===== src/rtl/seq_controller.sv =====
// Multi-cycle sequencer for a Y86-style core: walks one instruction at a time
// through FETCH..PCUPD, owns the PC, status code and retired-instruction count.
module seq_controller #(
    parameter logic [63:0] RESET_PC   = 64'd0,
    parameter logic [63:0] IMEM_LIMIT = 64'd1023
) (
    input  logic        clk,
    input  logic        rst_n,
    input  logic        run,
    input  logic [3:0]  icode,
    input  logic        hlt,
    input  logic        mem_error,
    input  logic        instr_valid,
    input  logic        dmem_error,
    input  logic        cnd,
    input  logic [63:0] valP,
    input  logic [63:0] valC,
    input  logic [63:0] valM,
    output logic [63:0] PC,
    output logic        fetch_en,
    output logic        decode_en,
    output logic        execute_en,
    output logic        memory_en,
    output logic        wb_en,
    output logic [2:0]  stat,
    output logic        busy,
    output logic [31:0] instr_count
);

    typedef enum logic [2:0] {
        S_IDLE,
        S_FETCH,
        S_DECODE,
        S_EXECUTE,
        S_MEMORY,
        S_WRITEBACK,
        S_PCUPD,
        S_HALTED
    } state_t;

    localparam logic [2:0] STAT_AOK = 3'd1;
    localparam logic [2:0] STAT_HLT = 3'd2;
    localparam logic [2:0] STAT_ADR = 3'd3;
    localparam logic [2:0] STAT_INS = 3'd4;

    localparam logic [3:0] IC_HALT = 4'd0;
    localparam logic [3:0] IC_JXX  = 4'd7;
    localparam logic [3:0] IC_CALL = 4'd8;
    localparam logic [3:0] IC_RET  = 4'd9;

    state_t      state_q, state_d;
    logic [63:0] pc_q, pc_d;
    logic [2:0]  stat_q, stat_d;
    logic [31:0] count_q, count_d;
    logic        fetch_en_q, decode_en_q, execute_en_q, memory_en_q, wb_en_q;
    logic        busy_q;

    // Fetch fault classification; order of the tests is the priority order.
    function automatic logic [2:0] fetch_status(
        input logic        f_mem_error,
        input logic        f_instr_valid,
        input logic        f_hlt,
        input logic [3:0]  f_icode,
        input logic [63:0] f_pc
    );
        logic [2:0] s;
        if (f_mem_error || (f_pc > IMEM_LIMIT)) begin
            s = STAT_ADR;
        end else if (!f_instr_valid) begin
            s = STAT_INS;
        end else if (f_hlt || (f_icode == IC_HALT)) begin
            s = STAT_HLT;
        end else begin
            s = STAT_AOK;
        end
        return s;
    endfunction

    function automatic logic [63:0] next_pc(
        input logic [3:0]  n_icode,
        input logic        n_cnd,
        input logic [63:0] n_valP,
        input logic [63:0] n_valC,
        input logic [63:0] n_valM
    );
        logic [63:0] p;
        case (n_icode)
            IC_CALL: p = n_valC;
            IC_JXX:  p = n_cnd ? n_valC : n_valP;
            IC_RET:  p = n_valM;
            default: p = n_valP;
        endcase
        return p;
    endfunction

    always_comb begin
        state_d = state_q;
        pc_d    = pc_q;
        stat_d  = stat_q;
        count_d = count_q;
        case (state_q)
            S_IDLE: begin
                if (run) state_d = S_FETCH;
            end
            S_FETCH: begin
                if (fetch_status(mem_error, instr_valid, hlt, icode, pc_q) != STAT_AOK) begin
                    stat_d  = fetch_status(mem_error, instr_valid, hlt, icode, pc_q);
                    state_d = S_HALTED;
                end else begin
                    state_d = S_DECODE;
                end
            end
            S_DECODE:  state_d = S_EXECUTE;
            S_EXECUTE: state_d = S_MEMORY;
            S_MEMORY: begin
                if (dmem_error) begin
                    stat_d  = STAT_ADR;
                    state_d = S_HALTED;
                end else begin
                    state_d = S_WRITEBACK;
                end
            end
            S_WRITEBACK: state_d = S_PCUPD;
            S_PCUPD: begin
                pc_d    = next_pc(icode, cnd, valP, valC, valM);
                count_d = count_q + 32'd1;
                state_d = run ? S_FETCH : S_IDLE;
            end
            S_HALTED: state_d = S_HALTED;
            default:  state_d = S_IDLE;
        endcase
    end

    // Strobes and busy are registered from the next state so they line up with state_q.
    always_ff @(posedge clk or negedge rst_n) begin
        if (!rst_n) begin
            state_q      <= S_IDLE;
            pc_q         <= RESET_PC;
            stat_q       <= STAT_AOK;
            count_q      <= 32'd0;
            fetch_en_q   <= 1'b0;
            decode_en_q  <= 1'b0;
            execute_en_q <= 1'b0;
            memory_en_q  <= 1'b0;
            wb_en_q      <= 1'b0;
            busy_q       <= 1'b0;
        end else begin
            state_q      <= state_d;
            pc_q         <= pc_d;
            stat_q       <= stat_d;
            count_q      <= count_d;
            fetch_en_q   <= (state_d == S_FETCH);
            decode_en_q  <= (state_d == S_DECODE);
            execute_en_q <= (state_d == S_EXECUTE);
            memory_en_q  <= (state_d == S_MEMORY);
            wb_en_q      <= (state_d == S_WRITEBACK);
            busy_q       <= (state_d != S_IDLE) && (state_d != S_HALTED);
        end
    end

    assign PC          = pc_q;
    assign stat        = stat_q;
    assign instr_count = count_q;
    assign fetch_en    = fetch_en_q;
    assign decode_en   = decode_en_q;
    assign execute_en  = execute_en_q;
    assign memory_en   = memory_en_q;
    assign wb_en       = wb_en_q;
    assign busy        = busy_q;

endmodule


===== config.mk =====
export PLATFORM = sky130hd
export DESIGN_NAME = seq_controller
export DESIGN_NICKNAME = d
export VERILOG_FILES = /design/src/rtl/seq_controller.sv
export SDC_FILE = /design/constraint.sdc
export NUM_CORES = 1
export LEC_CHECK = 0
export ABC_CLOCK_PERIOD_IN_PS = 1880
export CAP_MARGIN = 20
export CORE_ASPECT_RATIO = 0.6
export CORE_MARGIN = 4
export CORE_UTILIZATION = 38
export DETAILED_ROUTE_END_ITERATION = 10
export GPL_ROUTABILITY_DRIVEN = 0
export PLACE_DENSITY_LB_ADDON = 0.1
export REMOVE_ABC_BUFFERS = 1
export SKIP_LAST_GASP = 1
export SYNTH_ARGS = -nofsm -noshare
export SYNTH_HDL_FRONTEND = slang
export SYNTH_SLANG_ARGS = --single-unit

===== constraint.sdc =====
create_clock -name clk -period 1.88 [get_ports clk]
set_input_delay 0.47 -clock clk [delete_from_list [all_inputs] [get_ports clk]]
set_output_delay 0.47 -clock clk [all_outputs]
set_load 0.01 [all_outputs]

==> summary.md <==
| Metric | Value |
|---|---|
| Sequential element share of the synthesized area | `51.91%` |
| Cell Pwr Density | `1171 nW/µm²` |
| Final Non-Filler Cells | `1061` |
| Final ANT Viol Nets | `0` |
| Final setup TNS | `-0.02762 ns` |
| Number of synthesis warnings | `0` |
| Final wirelength | `22.40 mm` |
| CTS tree | `yes` |
| Synthesized cell area | `5209 µm²` |
| CTS Root Cell | `clkbuf_16` |
| HPWL Detailed | `16.71 mm` |
| GRT busiest layer | `met2` |
| Die height | `98.69 µm` |
| RSZ-0062 raised after global routing | `true` |
| Setup-failing EPs final | `1` |
| Port Buffer Count | `308` |
| GRT Util Overall | `28.09%` |
| Sinks on Clock Net | `108` |
| Design area | `9477 µm²` |
| Final Hold Viols | `0` |
| Die ar. | `15710 µm²` |
| Vias in the first global route | `6273` |
| Post-synth top area share | `51.41%` |
| HP Class | `input port to asynchronous set/reset pin` |
| Post-Synthesis Cells | `552` |
| Distinct cells, synth | `42` |
| Most common cell on crit path | `nor4_4` |
| M3 GR Usage | `8.065%` |
| CP endpoint kind | `flip-flop` |
| WS Path Type | `flip-flop to flip-flop` |
| Syn-to-layout area delta | `81.94%` |
| Largest cells by area after synthesis | `dfrtp_1 51%, a221oi_1 11%, a21oi_1 6.1%` |
| Worst Setup SP | `PC[49]` |
| CP Launch Type | `flip-flop` |
| Num CTS Buffers | `9` |
| Status | `finished, violations left` |
| Largest net degree at the start of global routing | `67` |
| Placed cells | `1041` |
| Met2 Track Usage GR | `46.11%` |
| Crit Reg-Reg Endpoint | `stat[1]` |
| DRC viols | `0` |
| First-pass GRT wire length | `34.98 mm` |
| Pins Over Slew Limit | `0` |
| CP max stage delay | `0.42 ns` |
| Tightest Pin Transition | `0.6991 ns` |
| Die X-Extent | `159.1 µm` |
| Share of layout cells above drive strength 1 | `14.25%` |
| Critical path cell sequence | `nor4_4, nand4_1, nor4_4, buf_4, a21oi_2, o32a_1` |
| Worst Path Arrival | `2.14 ns` |
| Diodes inserted | `0` |
| Setup slack after layout | `-0.02762 ns` |
| Rows | `32` |
| R2R cell count | `6` |
| Worst reg2reg path startpoint | `PC[49]` |
| Place WS | `-0.4046 ns` |
| Most common cell after layout, fill and taps aside | `clkdlybuf4s50_1` |
| Initial Util | `39.66%` |
| Final period utilization | `101.5%` |
| Biggest area consumer among synthesized cells | `dfrtp_1` |
| M1 GR Usage | `36.69%` |
| Crit-path max FO | `5` |
| Via count | `5873` |
| Clk_skew | `0.007316 ns` |
| #FFs+latches synth | `108` |
| H-tree Lvls | `3` |
| Ys flop type | `dfrtp_1` |
| FMAX | `524.2 MHz` |
| Fin crit period | `1.908 ns` |
| Leakage | `3.863 nW` |
| Failing checks | `setup timing` |
| Slew HR | `53.40%` |
| Avg WL per Cell | `21.11 µm` |
| Cell Area, Placed | `8869 µm²` |
| Nets | `1091` |
| EDFF count, synth | `0` |
| Reg2Reg Setup Slack | `-0.03 ns` |
| Asr flop ratio synth | `100.0%` |
| Syn Area/Cell | `9.436 µm²` |
| Max IR drop VDD | `0.0006347 V` |
| Req. time, crit path | `2.11 ns` |
| Clk_lat worst skew | `0.35 ns` |
| Initial DRC count | `520` |
| Routed vias/inst | `5.535` |
| Io pins | `309` |
| Grt ovf | `0` |
| Initial antenna violation count | `0` |
| DR pass1 iterations | `4` |
| Core ar. | `13130 µm²` |
| Most frequent cells in the layout | `288 x clkdlybuf4s50_1, 102 x dfrtp_1, 83 x nand2_1` |
| Crit path to | `stat[1]` |
| Hold-fix buffers, CTS | `0` |
| Max-Cap Viols | `0` |
| Worst-path clk slew | `0.07 ns` |
| Clock buffer depth | `2` |
| CP max-delay cell | `dfrtp_1` |
## logic make-up (layout without fill, tap and decap cells)
| logic type | after synthesis | in the layout | share of synthesized area [%] |
|---|---|---|---|
| XOR/XNOR | 31 | 31 | 5.213 |
| AO/OA/AOI/OAI | 140 | 140 | 18.52 |
| buffers and inverters | 41 | 380 | 3.051 |
| adder cells (fa/ha/maj) | 1 | 1 | 0.2402 |
| AND/OR/NAND/NOR | 231 | 231 | 21.07 |
| flip-flops | 108 | 108 | 51.91 |
## critical path: cells and delay by family, from the launching register on
family / cells / cell delay [ns]
and+or+nand+nor: 3 / 0.84
AOI/OAI and AO/OA: 2 / 0.34
DFF: 1 / 0.42
buffers and inverters: 1 / 0.19
## flip-flops by register name, indices dropped and copies added, names as in the netlist
name         count
state_q          3
fetch_en         1
execute_en       1
instr_count     32
PC              64
decode_en        1
busy             1
stat             3
memory_en        1
wb_en            1
## metrics by stage
stage	utilization (%)	total power [mW]	hold WS, ns
2_1_floorplan	-	5.741	0.1744
6_report	72.16	11.10	0.05343
5_1_grt	72.16	11.79	0.07602
4_1_cts	70.02	11.00	0.05810
3_5_place_dp	67.53	9.087	0.4359
3_3_place_gp	67.53	8.923	0.4360
## how the worst min path moves through the flow
stage | startpoint | end | slack, ns
6_report | rst_n | memory_en | 0.05
2_1_floorplan | rst_n | PC[0] | 0.17
3_3_place_gp | rst_n | memory_en | 0.44
5_1_grt | rst_n | memory_en | 0.08
3_5_place_dp | rst_n | memory_en | 0.44
4_1_cts | rst_n | PC[56] | 0.06
## Yosys cell counts, types with 2 or more instances
cell type and n:
nand2_1 83, a21oi_1 64, clkbuf_1 26, nor4_4 2, nand4_1 12, nand3_1 14, nor2_1 74, xor2_1 8
and2_1 2, xnor2_1 23, and4_1 3, a221oi_1 64, buf_1 10, dfrtp_1 107, nor2b_1 2, and3_1 11
nor3_1 5, o21ai_0 2, nor4_1 14, o22ai_1 2, inv_1 3
## final cells by class
class / instances / area [µm²]
clock buffer: 9 / 225.2
timing repair buffer: 361 / 3632
multi-input combinational: 403 / 2635
tap: 170 / 212.7
inverter: 3 / 11.26
fill: 990 / 3656
clock inverter: 7 / 50.05
sequential: 108 / 2710
## where the power goes
| group | switching (mW) | leakage (nW) | internal [mW] |
|---|---|---|---|
| registers | 0.720 | 1.28 | 3.16 |
| logic | 2.56 | 2.44 | 2.84 |
| clock network | 0.900 | 0.140 | 0.910 |
## per-layer routing
layer  vias up  share of wire, %
met1      2863                41
met5         -                 0
met3        32               8.2
li1       2693                 -
met2       285                48
met4         0               2.0
## what timing repair did
action / CTS / global route
pin swaps: 6 / 4
setup buffers: 1 / 3
setup endpoints to repair: 17 / 83
resized for setup: 16 / 55
No activity file was read; power rests on OpenSTA's default activity.
